==> config.mk <==
export PLATFORM = sky130hd
export DESIGN_NAME = llc_req_arb
export DESIGN_NICKNAME = d
export VERILOG_FILES = /design/src/rtl/llc_req_arb.sv
export SDC_FILE = /design/constraint.sdc
export NUM_CORES = 1
export LEC_CHECK = 0
export ABC_AREA = 1
export CAP_MARGIN = 40
export CORE_UTILIZATION = 35
export CTS_BUF_LIST = sky130_fd_sc_hd__clkbuf_8 sky130_fd_sc_hd__clkbuf_16
export CTS_CLUSTER_DIAMETER = 100
export DETAILED_ROUTE_END_ITERATION = 16
export DONT_BUFFER_PORTS = 1
export GPL_TIMING_DRIVEN = 0
export PLACE_DENSITY = 0.52
export SLEW_MARGIN = 20
export SYNTH_ARGS = -nofsm -noshare
export SYNTH_HDL_FRONTEND = slang
export SYNTH_SLANG_ARGS = --single-unit
==> constraint.sdc <==
create_clock -name clk -period 6.3 [get_ports clk]
set_input_delay 1.26 -clock clk [delete_from_list [all_inputs] [get_ports clk]]
set_output_delay 1.26 -clock clk [all_outputs]
set_load 0.1 [all_outputs]
==> src/rtl/llc_req_arb.sv <==
// LLC request arbiter: per-channel request FIFOs feeding a single LLC port,
// round-robin or fixed-priority, with the grant locked while the core stalls.
module llc_req_arb #(
  parameter int NUM_CH    = 2,
  parameter int DEPTH     = 2,
  parameter int PAYLOAD_W = 64,
  parameter int RR_EN     = 1,
  localparam int CW       = (NUM_CH > 1) ? $clog2(NUM_CH) : 1
) (
  input  logic                          clk,
  input  logic                          rst,
  input  logic [NUM_CH-1:0]             in_valid,
  output logic [NUM_CH-1:0]             in_ready,
  input  logic [NUM_CH*PAYLOAD_W-1:0]   in_data,
  output logic                          out_valid,
  input  logic                          out_ready,
  output logic [PAYLOAD_W-1:0]          out_data,
  output logic [CW-1:0]                 out_ch,
  output logic [NUM_CH-1:0]             full
);

  localparam int AW = (DEPTH > 1) ? $clog2(DEPTH) : 1;
  localparam int NW = AW + 1;

  typedef enum logic {IDLE, LOCKED} state_t;

  logic [PAYLOAD_W-1:0] mem    [NUM_CH][DEPTH];
  logic [AW-1:0]        rd_ptr [NUM_CH];
  logic [AW-1:0]        wr_ptr [NUM_CH];
  logic [NW-1:0]        count  [NUM_CH];

  logic [NUM_CH-1:0] nonempty;
  logic [NUM_CH-1:0] push;
  logic [NUM_CH-1:0] pop;
  logic [CW-1:0]     last_grant;
  logic [CW-1:0]     lock_ch;
  logic [CW-1:0]     winner;
  logic              accept;
  state_t            state, state_nxt;

  always_comb begin
    for (int unsigned i = 0; i < NUM_CH; i++) begin
      nonempty[i] = (count[i] != '0);
      full[i]     = (count[i] == NW'(DEPTH));
    end
  end

  // Ready depends only on occupancy, never on out_ready.
  assign in_ready  = ~full;
  assign push      = in_valid & in_ready & {NUM_CH{~rst}};
  assign out_valid = |nonempty;
  assign accept    = out_valid & out_ready;

  always_comb begin
    logic          found;
    logic [CW-1:0] idx;
    winner = '0;
    found  = 1'b0;
    idx    = '0;
    for (int unsigned k = 0; k < NUM_CH; k++) begin
      if (RR_EN != 0)
        idx = CW'((32'(last_grant) + 32'd1 + k) % NUM_CH);
      else
        idx = CW'(k);
      if (!found && nonempty[idx]) begin
        winner = idx;
        found  = 1'b1;
      end
    end
  end

  always_comb begin
    state_nxt = state;
    out_ch    = '0;
    unique case (state)
      IDLE: begin
        if (out_valid) out_ch = winner;
        if (out_valid && !out_ready) state_nxt = LOCKED;
      end
      LOCKED: begin
        out_ch = lock_ch;
        if (out_ready) state_nxt = IDLE;
      end
      default: state_nxt = IDLE;
    endcase
  end

  always_comb begin
    pop = '0;
    if (accept) pop[out_ch] = 1'b1;
  end

  assign out_data = mem[out_ch][rd_ptr[out_ch]];

  always_ff @(posedge clk) begin
    if (rst) begin
      state      <= IDLE;
      lock_ch    <= '0;
      last_grant <= CW'(NUM_CH - 1);
      for (int unsigned i = 0; i < NUM_CH; i++) begin
        count[i]  <= '0;
        rd_ptr[i] <= '0;
        wr_ptr[i] <= '0;
      end
    end else begin
      state <= state_nxt;
      if (state == IDLE && state_nxt == LOCKED) lock_ch <= out_ch;
      if (accept) last_grant <= out_ch;
      for (int unsigned i = 0; i < NUM_CH; i++) begin
        if (push[i]) wr_ptr[i] <= wr_ptr[i] + 1'b1;
        if (pop[i])  rd_ptr[i] <= rd_ptr[i] + 1'b1;
        if (push[i] && !pop[i])      count[i] <= count[i] + 1'b1;
        else if (!push[i] && pop[i]) count[i] <= count[i] - 1'b1;
      end
    end
  end

  always_ff @(posedge clk) begin
    for (int unsigned i = 0; i < NUM_CH; i++) begin
      if (push[i]) mem[i][wr_ptr[i]] <= in_data[i*PAYLOAD_W +: PAYLOAD_W];
    end
  end

endmodule

==> results of run 1 <==
-- cell usage after synthesis (all sizes together) --
cell type / instances / area share, %
nand2: 342 / 12
or2: 65 / 3.7
nand3: 8 / 0.41
o211ai: 65 / 6.2
dfxtp: 3 / 0.54
o21ai: 4 / 0.39
ha: 2 / 0.23
a21boi: 1 / 0.17
inv: 20 / 0.68
clkbuf: 4 / 0.14
a21oi: 5 / 0.26
nor2: 12 / 0.43
edfxtp: 264 / 72
nand4: 2 / 0.17
buf: 38 / 2.9
-- worst max path at each step --
stage / startpoint / end / slack, ps
finish: count[1][0] / out_data[15] / 2160
global route: count[1][0] / out_data[33] / 2010
CTS: count[1][0] / out_data[33] / 2090
detailed placement: count[1][0] / out_data[33] / 2670
global placement: count[1][0] / mem[1][62] / -2010
floorplan: count[1][0] / mem[1][0] / 960
-- registers in the layout, indices dropped and copies added (netlist names) --
signal and count:
count 4, last_grant 1, lock_ch 1, mem 256, rd_ptr 2, state 1, wr_ptr 2
-- worst max-delay path, cell delays in order, from the launching register on --
cell and delay (ps):
sky130_fd_sc_hd__edfxtp_1 340, sky130_fd_sc_hd__inv_1 70, sky130_fd_sc_hd__ha_1 260, sky130_fd_sc_hd__nor2_2 260, sky130_fd_sc_hd__nand2_4 110, sky130_fd_sc_hd__nand2_8 110, sky130_fd_sc_hd__buf_6 210, sky130_fd_sc_hd__buf_4 400
sky130_fd_sc_hd__nand2_1 90, sky130_fd_sc_hd__nand2_1 80, sky130_fd_sc_hd__nand2_1 50, sky130_fd_sc_hd__nand2_1 170, sky130_fd_sc_hd__buf_16 190
-- cell families (layout without fill, tap and decap cells) --
group                    Yosys count  in the layout
AO/OA/AOI/OAI                     75             75
flip-flops                       267            267
adder cells (fa/ha/maj)            2              2
buffers and inverters             62            197
AND/OR/NAND/NOR                  429            429
-- layer usage --
metal / global-route usage (%) / wire length (µm) / up-vias
met3: 4.52 / 1820 / 45
met1: 21.2 / 11500 / 3131
met5: 0 / 0 / -
li1: - / - / 3126
met2: 28.8 / 13400 / 166
met4: 5.17 / 731 / 0
-- through the flow --
| step | cells | util (%) | instance area [µm²] | hold WS [ps] |
|---|---|---|---|---|
| global route | 1366 | 45.9 | 14200 | 565 |
| detailed placement | 1310 | 43.1 | 13300 | 529 |
| CTS | 1364 | 45.9 | 14100 | 539 |
| floorplan | 835 | - | 11000 | 504 |
| finish | 1366 | 45.9 | 14200 | 532 |
| global placement | 1231 | 37.4 | 11500 | 518 |
-- layout make-up --
type	count	share of cell area, %
Multi-Input combinational cell	506	18.8
Tap cell	396	3.50
Timing Repair Buffer	81	12.3
Clock inverter	25	0.927
Buffer	42	2.37
Sequential cell	267	56.4
Clock buffer	29	5.12
Inverter	20	0.530
==> implementation parameters, run 1 <==
Parameter                              Value

Clock tree
  Clock Latency Late Sink    550 ps
  Hold buffer count at cts    0
  Clock root buffer    sky130_fd_sc_hd__clkbuf_16
  Clock slew at the register clock pins of the worst setup and hold paths    60 ps
  Clock tree from TritonCTS    done
  Number of setup buffers added after CTS    0
  Clock net sink count    267
  Number of cells upsized or downsized after cts    0
  Maximum level of the CTS H-tree    1
  Inserted Clock Buffers    29
  Number of buffers between clock root and the deepest sink    3

Place
  Number of buffer cells added on primary ports    0
  Post-Place Worst Slack    2670 ps
  Weighted congestion at the end of routability-driven global placement    0.732
  Detailed placement HPWL    18,200 µm

Worst setup path
  Worst R2R Setup Slack    4000 ps
  Critical Path AT    2880 ps
  CP Data Required Time    5040 ps
  Category of the most critical setup path    reg -> out
  Crit path max fanout    10
  Cell depth of the worst flop-to-flop path    6
  Worst flop-to-flop path startpoint    count[1][0]
  Critical path startpoint category    flop
  Kind of capture point of the worst setup path    output port
  Reg2reg end    mem[1][62]

Route
  Via count    6,468
  Post-DRT Antenna Nets    0
  Post-Route WL    27,400 µm
  Routed length per instance    20.1 µm
  DR vias/cell    4.73
  Residual DRC count    10
  Detailed Route Iter0 Violations    309
  Router iterations before antenna repair    11

Die
  Starting Density    35.8%
  Count of pins on the block boundary    203
  Die extent in x    180 µm
  Die outline area    32,200 µm²
  Area inside the core boundary    30,800 µm²
  Die height    180 µm
  FP Rows    64

Worst hold path
  Startpoint of the lowest-slack hold path    last_grant
  Classification of the worst-slack hold path    reg -> reg
  Hold endpoint    last_grant
  Cell depth of the worst hold path    2

Synthesis
  Flop and latch count out of synthesis    267
  Syn avg cell area    13.2 µm²
  Compound-gate portion of the synthesized area    7.05%
  Main combinational cell family by area after synthesis    simple AND/OR/NAND/NOR gates
  Synth Area in XOR/XNOR    0%
  Synth Area in Adders    0.227%
  Number of warnings issued by yosys    0
  Multiplexer fraction of the synthesized cell area    0%
  Seq/Total Area, Yosys    72.4%
  Basic-gate share of the synthesized area counting and, or, nand and nor cells    16.6%
  Synth Net Count    970
  Area of the mapped netlist    11,000 µm²
  Synth cell types    30
  Cells after Synth    835

Timing
  Hold Fails Final Rpt    0
  Setup skew after layout    6.51 ps
  Final cycle utilization of the critical path    65.8%
  Setup-violating endpoint count in the final report    0
  Peak Freq    241 MHz
  Actual slew at the worst max-slew pin    815 ps
  Final critical-path required period    4140 ps
  Relative slew slack    45.6%
  Post-route setup TNS    0 ps
  Count of final max-slew check failures    0
  Unrepaired setup endpoints after global routing    false
  Post-layout worst setup margin    2160 ps

GRT
  GRT Residual Overflow    0
  Number of global-route vias before repair    6,668
  Pin count of the biggest net entering global routing    23
  Antenna violations before repair    0
  Overall global routing resource usage    17.0%
  First-pass GRT wire length    41,200 µm

Cells and area
  Number of antenna diodes    0
  Nets    1,082
  Most common cell after layout, fill and taps aside    sky130_fd_sc_hd__nand2_1
  Signed area change from the synthesized netlist to the final layout    28.3%
  Area taken by multi-input logic gates    2670 µm²
  Fraction of layout instances using a drive strength above 1    24.9%
  Leading cell types in the layout, fill and taps excluded    338 x sky130_fd_sc_hd__nand2_1, 264 x sky130_fd_sc_hd__edfxtp_1, 40 x sky130_fd_sc_hd__o211ai_2, 40 x sky130_fd_sc_hd__buf_16, 34 x sky130_fd_sc_hd__or2_2
  Fill cell count    2,647
  FF/Latch Area    7990 µm²

Job
  Count of max-cap constraint violations    0

Run status
  Failing checks    DRC
  Result of the run    complete, but fails checks
Power of run 1 is left out: the tool's default activity adds up to more than one toggle a clock period on the data nets, which glitch-free logic cannot reach.
==> run 2, diff against run 1 <==
--- a/config.mk
+++ b/config.mk
@@ -13,7 +13,7 @@
 export DETAILED_ROUTE_END_ITERATION = 16
 export DONT_BUFFER_PORTS = 1
 export GPL_TIMING_DRIVEN = 0
-export PLACE_DENSITY = 0.52
+export PLACE_DENSITY = 0.54
 export SLEW_MARGIN = 20
 export SYNTH_ARGS = -nofsm -noshare
 export SYNTH_HDL_FRONTEND = slang
==> constraint.sdc (replaced) <==
create_clock -name clk -period 3.8 [get_ports clk]
set_input_delay 0.76 -clock clk [delete_from_list [all_inputs] [get_ports clk]]
set_output_delay 0.76 -clock clk [all_outputs]
set_load 0.1 [all_outputs]
==> run 2 against run 1 <==
Against the previous run: the flow still finishes with violations (DRC); sequential share of layout area down 0.22 points; final cell count up 0.22%; highest routed layer unchanged; register-to-register slack worse by 2800 ps; worst hold slack worse by 250 ps; sequential cell count unchanged; via count down 0.14%; die area unchanged; clock-buffer cell count up 2; clock skew up 2.9 ps; routed wire length down 1.1%; critical path depth down 3.
==> implementation parameters, run 2 (synthesized netlist as in run 1, its figures left out) <==
Parameter                              Value

Run status
  Result of the run    complete, but fails checks
  Failing checks    DRC

Clock tree
  Clock root buffer    sky130_fd_sc_hd__clkbuf_16
  Clock Latency Late Sink    540 ps
  Inserted Clock Buffers    30
  Number of setup buffers added after CTS    0
  Number of buffers between clock root and the deepest sink    3
  Number of cells upsized or downsized after cts    0
  Hold buffer count at cts    0
  Clock net sink count    267
  Maximum level of the CTS H-tree    1
  Clock tree from TritonCTS    done
  Clock slew at the register clock pins of the worst setup and hold paths    60 ps

Route
  Detailed Route Iter0 Violations    294
  DR vias/cell    4.72
  Residual DRC count    7
  Routed length per instance    19.8 µm
  Router iterations before antenna repair    11
  Post-DRT Antenna Nets    0
  Post-Route WL    27,100 µm
  Via count    6,459

GRT
  GRT Residual Overflow    0
  Overall global routing resource usage    16.8%
  Number of global-route vias before repair    6,561
  Antenna violations before repair    0
  Pin count of the biggest net entering global routing    21
  First-pass GRT wire length    40,800 µm

Worst setup path
  Timing startpoint of the critical path    count[1][0]
  CP Data Required Time    3040 ps
  Last element of the critical path    out_data[19]
  Cell depth of the worst flop-to-flop path    8
  Critical path startpoint category    flop
  Kind of capture point of the worst setup path    output port
  Worst flop-to-flop path startpoint    count[1][1]
  Category of the most critical setup path    reg -> out
  Critical Path AT    2840 ps
  Crit path max fanout    10
  Reg2reg end    mem[1][39]
  Worst R2R Setup Slack    1210 ps

Place
  Detailed placement HPWL    18,300 µm
  Number of buffer cells added on primary ports    0
  Placed cell count    1,311
  Weighted congestion at the end of routability-driven global placement    0.742
  Placement-stage cell area    13,300 µm²

Job
  Count of max-cap constraint violations    0

Cells and area
  Max reg flops    256
  Signed area change from the synthesized netlist to the final layout    28.9%
  Most common cell after layout, fill and taps aside    sky130_fd_sc_hd__nand2_1
  Fraction of layout instances using a drive strength above 1    24.9%
  Leading cell types in the layout, fill and taps excluded    338 x sky130_fd_sc_hd__nand2_1, 264 x sky130_fd_sc_hd__edfxtp_1, 42 x sky130_fd_sc_hd__buf_16
  Final std cells w/o fill    1,369
  Number of antenna diodes    0
  Summed area of non-filler cells in the final layout    14,200 µm²
  Nets    1,084

Timing
  Unrepaired setup endpoints after global routing    false
  Count of final max-slew check failures    0
  Final critical-path required period    3600 ps
  Setup-violating endpoint count in the final report    0
  Hold_ws    278 ps
  Final cycle utilization of the critical path    94.6%
  Actual slew at the worst max-slew pin    816 ps
  Hold Fails Final Rpt    0
  Relative slew slack    45.6%
  Setup skew after layout    9.43 ps
  Peak Freq    278 MHz

Die
  Area inside the core boundary    30,800 µm²
  Die height    180 µm
  Die outline area    32,200 µm²
  Count of pins on the block boundary    203
  Starting Density    35.8%
  Die extent in x    180 µm
  FP Rows    64

Worst hold path
  Classification of the worst-slack hold path    in -> reg
## run 2: worst max-delay path: stages (launching register included)
cell	delay [ps]
sky130_fd_sc_hd__edfxtp_1	390
sky130_fd_sc_hd__inv_1	100
sky130_fd_sc_hd__ha_1	230
sky130_fd_sc_hd__nor2_2	100
sky130_fd_sc_hd__a21boi_4	180
sky130_fd_sc_hd__buf_4	230
sky130_fd_sc_hd__clkbuf_1	510
sky130_fd_sc_hd__o211ai_1	140
sky130_fd_sc_hd__nand2_1	200
sky130_fd_sc_hd__buf_16	200
## run 2: layout make-up
| type | instances | area, µm² |
|---|---|---|
| inverters | 20 | 75.1 |
| plain buffers | 42 | 339 |
| clock buffers | 31 | 776 |
| multi-input cells | 506 | 2670 |
| fillers | 2685 | 16600 |
| repair buffers | 82 | 1780 |
| clock inverters | 25 | 98.8 |
| flip-flops and latches | 267 | 7990 |
| well taps | 396 | 495 |
## run 2: stage by stage
stage / setup WS [ps] / setup TNS [ps] / utilization (%)
2_1_floorplan: -930 / -119030 / -
3_3_place_gp: -3770 / -598070 / 37.5
3_5_place_dp: 658 / 0 / 43.2
4_1_cts: 65.2 / 0 / 46.0
5_1_grt: 6.59 / 0 / 46.1
6_report: 205 / 0 / 46.1
## run 2: how the worst min path moves through the flow
stage / from / to / depth (start not counted)
6_report: rst / state / 1
5_1_grt: rst / state / 1
4_1_cts: rst / state / 1
3_5_place_dp: last_grant / last_grant / 2
3_3_place_gp: last_grant / last_grant / 2
2_1_floorplan: last_grant / last_grant / 2
## run 2: metal layers
| metal | up-vias | GRT usage [%] | wire (µm) |
|---|---|---|---|
| met4 | 0 | 4.90 | 712 |
| met2 | 212 | 28.3 | 13200 |
| met5 | - | 0 | 0 |
| met1 | 3068 | 21.2 | 11300 |
| li1 | 3136 | - | - |
| met3 | 43 | 4.64 | 1990 |
Power of run 2 is left out for the same reason.
